## config.mk

```make
export PLATFORM = sky130hd
export DESIGN_NAME = watch_set_ctrl
export DESIGN_NICKNAME = d
export VERILOG_FILES = /design/src/rtl/watch_pkg.sv /design/src/rtl/btn_edge.sv /design/src/rtl/watch_set_ctrl.sv
export SDC_FILE = /design/constraint.sdc
export NUM_CORES = 1
export LEC_CHECK = 0
export CAP_MARGIN = 10
export CORE_ASPECT_RATIO = 0.7
export CORE_UTILIZATION = 45
export CTS_BUF_LIST = sky130_fd_sc_hd__clkbuf_8
export DETAILED_ROUTE_END_ITERATION = 8
export GPL_TIMING_DRIVEN = 0
export PLACE_DENSITY = 0.72
export SETUP_SLACK_MARGIN = 0.4
export SKIP_CTS_REPAIR_TIMING = 1
export SLEW_MARGIN = 10
export SYNTH_ARGS = -nofsm -noshare
export SYNTH_HDL_FRONTEND = slang
export SYNTH_SLANG_ARGS = --single-unit
```

## constraint.sdc

```tcl
create_clock -name clk -period 6.1 [get_ports clk]
set_clock_uncertainty 0.05 [all_clocks]
set_input_delay 0.915 -clock clk [delete_from_list [all_inputs] [get_ports clk]]
set_output_delay 0.915 -clock clk [all_outputs]
set_load 0.01 [all_outputs]
```

## src/rtl/watch_pkg.sv

```systemverilog
// Shared encodings for the watch set-mode controller: mode values,
// adjust direction and the bit position of each button in the button vector.
package watch_pkg;

  typedef enum logic [1:0] {
    RUN      = 2'b00,
    SET_HOUR = 2'b01,
    SET_MIN  = 2'b10,
    SET_SEC  = 2'b11
  } mode_t;

  localparam logic DIR_UP = 1'b0;
  localparam logic DIR_DN = 1'b1;

  localparam int BTN_L = 0;
  localparam int BTN_R = 1;
  localparam int BTN_U = 2;
  localparam int BTN_D = 3;

  // Btn_R walks RUN -> SET_HOUR -> SET_MIN -> SET_SEC -> RUN.
  function automatic mode_t next_mode(input mode_t m);
    mode_t n;
    case (m)
      RUN:      n = SET_HOUR;
      SET_HOUR: n = SET_MIN;
      SET_MIN:  n = SET_SEC;
      default:  n = RUN;
    endcase
    return n;
  endfunction

endpackage

```

## src/rtl/btn_edge.sv

```systemverilog
// Registers one debounced button level and flags its rising edge.
// A button already held when reset releases must be seen low once before it can press.
module btn_edge (
  input  logic clk,
  input  logic rst,
  input  logic btn,
  output logic level,
  output logic press
);

  logic level_reg;
  logic prev_reg;
  logic armed_reg;

  always_ff @(posedge clk) begin
    if (rst) begin
      level_reg <= 1'b0;
      prev_reg  <= 1'b0;
      armed_reg <= 1'b0;
    end else begin
      level_reg <= btn;
      prev_reg  <= level_reg;
      if (!btn) begin
        armed_reg <= 1'b1;
      end
    end
  end

  assign level = level_reg & armed_reg;
  assign press = level_reg & ~prev_reg & armed_reg;

endmodule

```

## src/rtl/watch_set_ctrl.sv

```systemverilog
// Watch set-mode controller: mode FSM, field adjust pulses, tick/msec control, blink gate.
// Optional build macro AUTO_REPEAT_EN adds hold-to-repeat on Btn_U / Btn_D.
module watch_set_ctrl
  import watch_pkg::*;
#(
  parameter int BLINK_HALF   = 50_000_000,
  parameter int REPEAT_DELAY = 50_000_000,
  parameter int REPEAT_RATE  = 10_000_000
) (
  input  logic       clk,
  input  logic       rst,
  input  logic       Btn_L,
  input  logic       Btn_R,
  input  logic       Btn_U,
  input  logic       Btn_D,
  output logic       o_run_hour,
  output logic       o_run_min,
  output logic       o_run_sec,
  output logic       o_dir,
  output logic       o_tick_en,
  output logic       o_msec_clr,
  output logic [1:0] o_mode,
  output logic       o_blink
);

  localparam int BLINK_W = (BLINK_HALF > 1) ? $clog2(BLINK_HALF) : 1;
  localparam logic [BLINK_W-1:0] BLINK_LAST = BLINK_W'(BLINK_HALF - 1);

  if (BLINK_HALF < 1 || REPEAT_RATE < 1 || REPEAT_RATE > REPEAT_DELAY) begin : g_bad_params
    $error("watch_set_ctrl: need BLINK_HALF >= 1 and 1 <= REPEAT_RATE <= REPEAT_DELAY");
  end

  logic [3:0] btn_raw;
  logic [3:0] level;
  logic [3:0] press;

  assign btn_raw = {Btn_D, Btn_U, Btn_R, Btn_L};

  genvar gi;
  generate
    for (gi = 0; gi < 4; gi++) begin : g_btn
      btn_edge u_btn (
        .clk   (clk),
        .rst   (rst),
        .btn   (btn_raw[gi]),
        .level (level[gi]),
        .press (press[gi])
      );
    end
  endgenerate

  mode_t              state;
  mode_t              state_next;
  logic               mode_change;
  logic               in_set;
  logic               adj_press;
  logic               rep_fire;
  logic               rep_dir;
  logic               fire;
  logic               fire_dir;
  logic [BLINK_W-1:0] blink_cnt;

  // Btn_L has priority over Btn_R; in RUN it simply swallows a coincident R.
  always_comb begin
    state_next = state;
    if (press[BTN_L]) begin
      if (state != RUN) begin
        state_next = RUN;
      end
    end else if (press[BTN_R]) begin
      state_next = next_mode(state);
    end
  end

  assign mode_change = (state_next != state);
  assign in_set      = (state != RUN);
  assign adj_press   = in_set && !mode_change && (press[BTN_U] ^ press[BTN_D]);
  assign fire        = adj_press || rep_fire;
  assign fire_dir    = adj_press ? (press[BTN_D] ? DIR_DN : DIR_UP) : rep_dir;

`ifdef AUTO_REPEAT_EN
  localparam int HOLD_W = $clog2(REPEAT_DELAY + 1);
  localparam logic [HOLD_W-1:0] DELAY_LAST  = HOLD_W'(REPEAT_DELAY - 1);
  localparam logic [HOLD_W-1:0] RATE_RELOAD = HOLD_W'(REPEAT_DELAY - REPEAT_RATE);

  logic              hold_active;
  logic [HOLD_W-1:0] hold_cnt;
  logic              hold_ok;

  // Counting only follows an accepted press, so a button carried through reset never repeats.
  assign hold_ok  = hold_active && in_set && !mode_change && (level[BTN_U] ^ level[BTN_D]);
  assign rep_fire = hold_ok && (hold_cnt == DELAY_LAST);
  assign rep_dir  = level[BTN_D] ? DIR_DN : DIR_UP;

  always_ff @(posedge clk) begin
    if (rst) begin
      hold_active <= 1'b0;
      hold_cnt    <= '0;
    end else if (adj_press) begin
      hold_active <= 1'b1;
      hold_cnt    <= '0;
    end else if (!hold_ok) begin
      hold_active <= 1'b0;
      hold_cnt    <= '0;
    end else if (rep_fire) begin
      hold_cnt    <= RATE_RELOAD;
    end else begin
      hold_cnt    <= hold_cnt + 1'b1;
    end
  end
`else
  assign rep_fire = 1'b0;
  assign rep_dir  = DIR_UP;
`endif

  always_ff @(posedge clk) begin
    if (rst) begin
      state      <= RUN;
      o_tick_en  <= 1'b1;
      o_msec_clr <= 1'b0;
      o_run_hour <= 1'b0;
      o_run_min  <= 1'b0;
      o_run_sec  <= 1'b0;
      o_dir      <= DIR_UP;
      o_blink    <= 1'b1;
      blink_cnt  <= '0;
    end else begin
      state      <= state_next;
      o_tick_en  <= (state_next == RUN);
      o_msec_clr <= in_set && (state_next == RUN);
      o_run_hour <= fire && (state == SET_HOUR);
      o_run_min  <= fire && (state == SET_MIN);
      o_run_sec  <= fire && (state == SET_SEC);
      if (fire) begin
        o_dir <= fire_dir;
      end
      // Each new mode restarts the blink phase with the field visible.
      if (mode_change || state_next == RUN) begin
        blink_cnt <= '0;
        o_blink   <= 1'b1;
      end else if (blink_cnt == BLINK_LAST) begin
        blink_cnt <= '0;
        o_blink   <= ~o_blink;
      end else begin
        blink_cnt <= blink_cnt + 1'b1;
      end
    end
  end

  assign o_mode = state;

endmodule
```

==> results of run 1 <==
path summary, 6_finish.rpt:
kind / from / to / slack [ns] / cells after the start
worst max register to register: o_mode[0] / blink_cnt[4] / 3.74 / 8
worst min register to register: g_btn[2].u_btn.armed_reg / g_btn[2].u_btn.armed_reg / 0.41 / 2
worst min-delay path: g_btn[2].u_btn.armed_reg / g_btn[2].u_btn.armed_reg / 0.41 / 2
worst max-delay path: rst / blink_cnt[4] / 3.72 / 5
metal layers:
metal / track usage / part of all wire / vias up
met2: 0.215 / 0.39 / 28
met3: 0.0488 / 0.033 / 0
met5: 0 / 0 / -
met1: 0.254 / 0.58 / 628
li1: - / - / 771
met4: 0.0401 / 0 / 0
cell type report:
| type | instances | area, um2 |
|---|---|---|
| Fill cell | 403 | 2000 |
| Multi-Input combinational cell | 152 | 1000 |
| Sequential cell | 47 | 941 |
| Timing Repair Buffer | 14 | 140 |
| Clock buffer | 5 | 68.8 |
| Tap cell | 55 | 68.8 |
| Inverter | 14 | 52.6 |
| Buffer | 6 | 38.8 |
| Clock inverter | 3 | 16.3 |
critical path, cell delays in order:
cell,delay (ns)
sky130_fd_sc_hd__clkdlybuf4s50_1,0.56
sky130_fd_sc_hd__nor3_1,0.50
sky130_fd_sc_hd__o21ai_0,0.16
sky130_fd_sc_hd__clkbuf_1,0.26
sky130_fd_sc_hd__nor2_1,0.16
kinds of logic (layout without fill, tap and decap cells):
family	after synthesis	after routing
and+or+nand+nor	103	103
adders and majority gates	5	5
muxes	1	1
AOI/OAI and AO/OA	17	17
buffers and inverters	20	42
DFF	47	47
xor gates and xnor gates	26	26
power breakdown:
group | internal [W] | leakage, nW | switching (W)
Combinational | 0.0000114 | 0.348 | 0.0000120
Clock | 0.0000785 | 0.0453 | 0.000101
Sequential | 0.000312 | 0.382 | 0.00000399
metrics by stage:
step	power, W	hold WS, ns	utilization	cells	setup WS (ns)
5_1_grt	0.000540	0.422	0.538	296	3.47
3_3_place_gp	0.000346	0.394	0.518	288	3.44
6_report	0.000519	0.412	0.538	296	3.72
2_1_floorplan	0.000337	0.376	-	219	4.09
3_5_place_dp	0.000347	0.398	0.518	288	3.40
4_1_cts	0.000524	0.411	0.538	296	3.71
cell usage in the layout (no fill, tap or decap), drive strengths merged, types with 2 or more instances in the layout:
cell            n
a21oi           8
nand3           9
nor2b           9
ha              5
clkbuf          8
and4            3
dfxtp          47
nand2          12
nand3b          4
buf             3
nor4            3
nand2b          2
and3            3
nand4           5
nor2           36
xor2           10
xnor2          16
and3b           2
nand4bb         2
inv            15
clkdlybuf4s50  14
nor3            9
o211ai          2
==> results.txt, run 1 <==
The cell count after synthesis came out at 219. The tree built by TritonCTS fans out to 47 sinks. In this run the vertical extent of the chip is 58.3 um. The detailed router placed 1427 vias in this run. The first-pass GRT wire length came out at 5.92 mm. The first-pass iteration count of the detailed router is 4.

The cell chosen for the clock root is sky130_fd_sc_hd__clkbuf_8. The later pin in the worst-skew pair is clocked with a latency of 0.29 ns. The diode insertion count for antenna repair is 0. Ranked by instance count, the synthesized netlist is headed by sky130_fd_sc_hd__dfxtp_1, sky130_fd_sc_hd__nor2_1, sky130_fd_sc_hd__xnor2_1. More flip-flops sit in one register than any other, and that register is blink_cnt. The total routed wirelength came out at 3.42 mm.

The I/O pin count came out at 15. The max-cap check violation count is 0. The number of clock buffers added by TritonCTS is 5.

The number of global-route vias before repair came out at 1301. The tightest min-delay check is of the reg -> reg type. A synthesized cell averages 9.29 um2. In the final routed layout, each cell accounts on average for 11.6 um. The kind of start point of the critical path is an input port. Dividing the final minimum period by the clock period gives 0.391.

The area of the core region came out at 4330 um2. Routability-driven placement finished with a final weighted congestion of 0.771. The TritonCTS clock tree is yes. The combined area of all synthesized cells came out at 2030 um2. The HPWL after detailed placement is 2.54 mm. The number of flip-flops and latches in the synthesized netlist came out at 47. The total die area is 4800 um2.

For the worst setup path, the data arrival time is 2.56 ns. In this run, synthesis inferred 0 flip-flops with an integrated enable. For this run, the top clock speed supported by timing is 419 MHz. The DRC violation total after the first TritonRoute iteration is 124.

The final design area excluding fillers came out at 2330 um2. In the synthesized netlist the dominant register cell turns out to be sky130_fd_sc_hd__dfxtp_1. The critical path class is in -> reg.

The relative slew slack is 0.668. The total of buffers placed on input and output ports came out at 14. The fraction of synthesized area in multiplexers came out at 0.00492.

In the final layout, the share of cells above drive strength 1 is 0.0996. The flow ran to the end, and the final reports show no timing, DRC or antenna violations. The sum of overflow across all layers after global routing is 0. The shortest clock period the worst path allows after layout is 2.38 ns. The H-tree depth reported by CTS came out at 2.

The net count after synthesis is 230. Adding up every negative setup slack in the final design gives 0 ns. The routed via count divided by cell count is 4.82. The maximum net fanout on the critical path is 10. The most common cell in the synthesized netlist is sky130_fd_sc_hd__dfxtp_1. STA classifies the critical path endpoint as a flip-flop. The total DRC errors in the routed layout is 0. The initial utilization of the core area, before any placement, comes to 0.470. The number of max-slew violations in the final report came out at 0. The row count is 20. The fraction of registers with async set or reset after synthesis came out at 0.

The simple-gate area share of the yosys netlist came out at 0.287. Yosys attributes the largest share of cell area to sky130_fd_sc_hd__dfxtp_1, sky130_fd_sc_hd__xnor2_1, sky130_fd_sc_hd__nor2_1. From synthesis to final layout, the design area changed by 14.5%. The layout net count is 251. The leakage power came out at 0.775 nW.

The number of warnings printed during yosys synthesis came out at 0. The post-synthesis cell type count came out at 42. The final setup violation count came out at 0. The post-synthesis sequential area ratio came out at 0.462. The compound-cell area share of the yosys netlist is 0.0578. The highest ir drop seen on vdd came out at 0.148 mV.

The register with the most flip-flops in the layout has 26 of them. The adder-cell area share of the yosys netlist is 0.0308. The power density over the cells is 223 nW/um2. Of the total synthesized cell area, the portion taken by XOR and XNOR cells is 0.112. Summing all placed instances gives a cell area of 2240 um2. The hold violation total from the final report is 0. The aggregate global-route resource usage came out at 0.163. The top cell type's share of synthesized area is 0.462.

The biggest area contributor in the post-synthesis netlist is sky130_fd_sc_hd__dfxtp_1. The longest clock path from root to sink contains 2 buffers. After clock tree synthesis, the clock-pin slew on the worst setup and hold paths is 0.08 ns. The die width is 82.4 um. The worst path required time came out at 6.27 ns. The measured slew at the worst slew-check pin came out at 0.494 ns. The remaining antenna violation count is 0. The number of antenna violations at the first check in global routing is 0. The combinational family with the most area after synthesis is simple AND/OR/NAND/NOR gates. Setup repair after global routing left no endpoint under its margin. Entering global routing, the biggest net connects 15 pins.
Power figures use the tool's default switching activity.
==> run 2, diff against run 1 <==
PLACE_DENSITY = 0.74   (was 0.72)
clock period = 2 ns   (was 6.1 ns; I/O delays follow)
==> run 2 against run 1 <==
Effect of this change: the flow now finishes with violations (design-rule violations); cell count increased by 5.7%; hold slack got worse by 0.038 ns; routed wire length up 19%; register-to-register slack lost 3.6 ns; clock power rose to 2.9 times the previous value; critical endpoint is now blink_cnt[3]; largest cell class unchanged.
==> results.txt, run 2 (synthesis gave the netlist of run 1 again) <==
The total routed wirelength is 4.06 mm (was 3.42 mm). The layout net count came out at 269 (was 251). The vertical die dimension is 58.3 um (unchanged). The final design area excluding fillers is 2640 um2 (was 2330 um2).

The final reports fail on design-rule violations. For the finished layout, the period the worst path requires is 1.81 ns. The first-pass iteration count of the detailed router is 6 (was 4).

The number of vias after detailed routing came to 1575 (was 1427). The die width is 82.4 um (unchanged). The TritonCTS clock tree is yes (unchanged). The total area of sequential cells came out at 971 um2 (was 941 um2). The power density over the cells came out at 600 nW/um2 (was 223 nW/um2). The aggregate global-route resource usage is 0.175 (was 0.163). The critical path class was reg -> reg (was in -> reg). The final critical-path setup slack was 0.185 ns (was 3.72 ns). The data arrival at the endpoint of the critical path is 1.95 ns (was 2.56 ns). The number of antenna violations at the first check in global routing came out at 0 (unchanged).

The largest net degree at the start of global routing came out at 14 (was 15). The kind of start point of the critical path is a flip-flop (was input port). The share of the cycle needed by the critical path after routing is 0.907. The buffer depth of the longest clock path is 2 (unchanged). The H-tree depth reported by CTS came to 2 (unchanged). The cell chosen for the clock root is sky130_fd_sc_hd__clkbuf_8 (unchanged). The number of flip-flops under the largest register name came out at 26 (unchanged).

The core utilization of the finished layout came out at 0.609 (was 0.538). The combined area of the multi-input logic cells came to 1130 um2 (was 1000 um2). The remaining antenna violation count is 0 (unchanged). Setup repair after global routing missed its margin: true (was false). The routed via count divided by cell count is 5.03 (was 4.82). The worst hold slack was 0.373 ns (was 0.412 ns). The path class of the lowest-slack min-delay path was reg -> reg (unchanged). The highest ir drop seen on vdd is 0.473 mV (was 0.148 mV). The relative slew slack came out at 0.720 (was 0.668).

The number of inserted filler cells in the final layout came out at 379 (was 403). The HPWL after detailed placement is 2.60 mm (was 2.54 mm). The global placer's final weighted congestion came out at 0.806 (was 0.771). The final setup violation count came to 0 (unchanged). The hold violation total from the final report came to 0 (unchanged).

The nature of the critical path endpoint was a flip-flop (unchanged). The largest register by flop count is blink_cnt (unchanged). The DRC violation total after the first TritonRoute iteration is 38 (was 124). The number of global-route vias before repair is 1366 (was 1301). The initial core utilization is 0.470 (unchanged). The row count came to 20 (unchanged).

The maximum net fanout on the critical path is 6 (was 10). The worst path required time is 2.14 ns (was 6.27 ns). The measured slew at the worst slew-check pin was 0.421 ns (was 0.494 ns). The area of placed instances is 2300 um2 (was 2240 um2).

The sum of overflow across all layers after global routing came to 0 (unchanged). The fraction of layout cells with a size suffix above 1 was 0.260 (was 0.0996). The max-cap check violation count came out at 0 (unchanged). The area of the core region is 4330 um2 (unchanged). The clock buffer count from CTS is 5 (unchanged). Leading cell types in the layout, fill and taps excluded: sky130_fd_sc_hd__nor2_1, sky130_fd_sc_hd__dfxtp_1, sky130_fd_sc_hd__buf_4, sky130_fd_sc_hd__xnor2_1, sky130_fd_sc_hd__inv_1 (was sky130_fd_sc_hd__dfxtp_1, sky130_fd_sc_hd__nor2_1, sky130_fd_sc_hd__xnor2_1, sky130_fd_sc_hd__inv_1, sky130_fd_sc_hd__clkdlybuf4s50_1). The total of buffers placed on input and output ports is 14 (unchanged).

The total DRC errors in the routed layout came out at 1 (was 0). The total power consumption of the routed design is 0.00158 W (was 0.000519 W). The total die area came to 4800 um2 (unchanged).

The highest clock rate came out at 551 MHz. The insertion delay of the later-clocked pin in the worst-skew pair came to 0.29 ns (about the same). The CTS sink count is 47 (unchanged).

The number of max-slew violations in the final report came to 0 (unchanged). The layout-stage area growth over the synthesis result was 29.5% (was 14.5%). The diode insertion count for antenna repair came out at 0 (unchanged).

The clock slew at the register clock pins of the worst setup and hold paths came out at 0.08 ns (about the same). The worst slack after detailed placement came out at 0.00452 ns (was 3.40 ns). The I/O pin count is 15 (unchanged). Outcome: finished, violations left (was complete, no violations). The first-pass GRT wire length came out at 6.20 mm (was 5.92 mm).

The leakage power is 0.942 nW (was 0.775 nW). The routed wirelength normalized by instance count is 13.0 um (was 11.6 um).
-- run 2: cell count changes in the layout (fill, tap and decap cells not counted), moves of 3 or more --
| cell | change |
|---|---|
| sky130_fd_sc_hd__dfxtp_1 | -12 |
| sky130_fd_sc_hd__buf_4 | +18 |
| sky130_fd_sc_hd__a21oi_1 | -3 |
| sky130_fd_sc_hd__dfxtp_2 | +6 |
| sky130_fd_sc_hd__dfxtp_4 | +6 |
-- run 2: worst paths after layout --
check,from,end,slack (ns),cells after the start
max reg2reg,o_mode[0],blink_cnt[3],0.19,8
min reg2reg,blink_cnt[0],blink_cnt[0],0.37,1
min,blink_cnt[0],blink_cnt[0],0.37,1
max,o_mode[0],blink_cnt[3],0.19,8
-- run 2: through the flow --
stage / std cells / setup TNS (ns)
after floorplan: 219 / 0
after global routing: 313 / 0
after detailed placement: 288 / 0
after CTS: 295 / -0.126
final: 313 / 0
after global placement: 288 / 0
-- run 2: routing by layer --
| layer | GRT usage | part of all wire |
|---|---|---|
| met5 | 0 | 0 |
| met4 | 0.0827 | 0.015 |
| met2 | 0.251 | 0.43 |
| met3 | 0.0472 | 0.031 |
| met1 | 0.243 | 0.52 |
-- run 2: power breakdown --
part,switching (W),internal [W],total (W)
Combinational,0.0000479,0.0000549,0.000103
Clock,0.000288,0.000231,0.000519
Sequential,0.0000149,0.000945,0.000960
Total,0.000351,0.00123,0.00158
-- run 2: cell type report --
| class | instances | area share |
|---|---|---|
| plain buffers | 6 | 0.0176 |
| clock buffers | 5 | 0.0261 |
| clock inverters | 2 | 0.00285 |
| inverters | 14 | 0.0218 |
| multi-input cells | 152 | 0.428 |
| flip-flops and latches | 47 | 0.368 |
| well taps | 55 | 0.0261 |
| repair buffers | 32 | 0.109 |
-- run 2: critical path: stages, from the launching register on --
cell	delay, ns
sky130_fd_sc_hd__dfxtp_4	0.39
sky130_fd_sc_hd__inv_4	0.05
sky130_fd_sc_hd__ha_4	0.17
sky130_fd_sc_hd__nand4bb_4	0.20
sky130_fd_sc_hd__a21oi_4	0.22
sky130_fd_sc_hd__nor3_2	0.11
sky130_fd_sc_hd__o211ai_4	0.31
sky130_fd_sc_hd__buf_6	0.17
sky130_fd_sc_hd__nor2_1	0.04
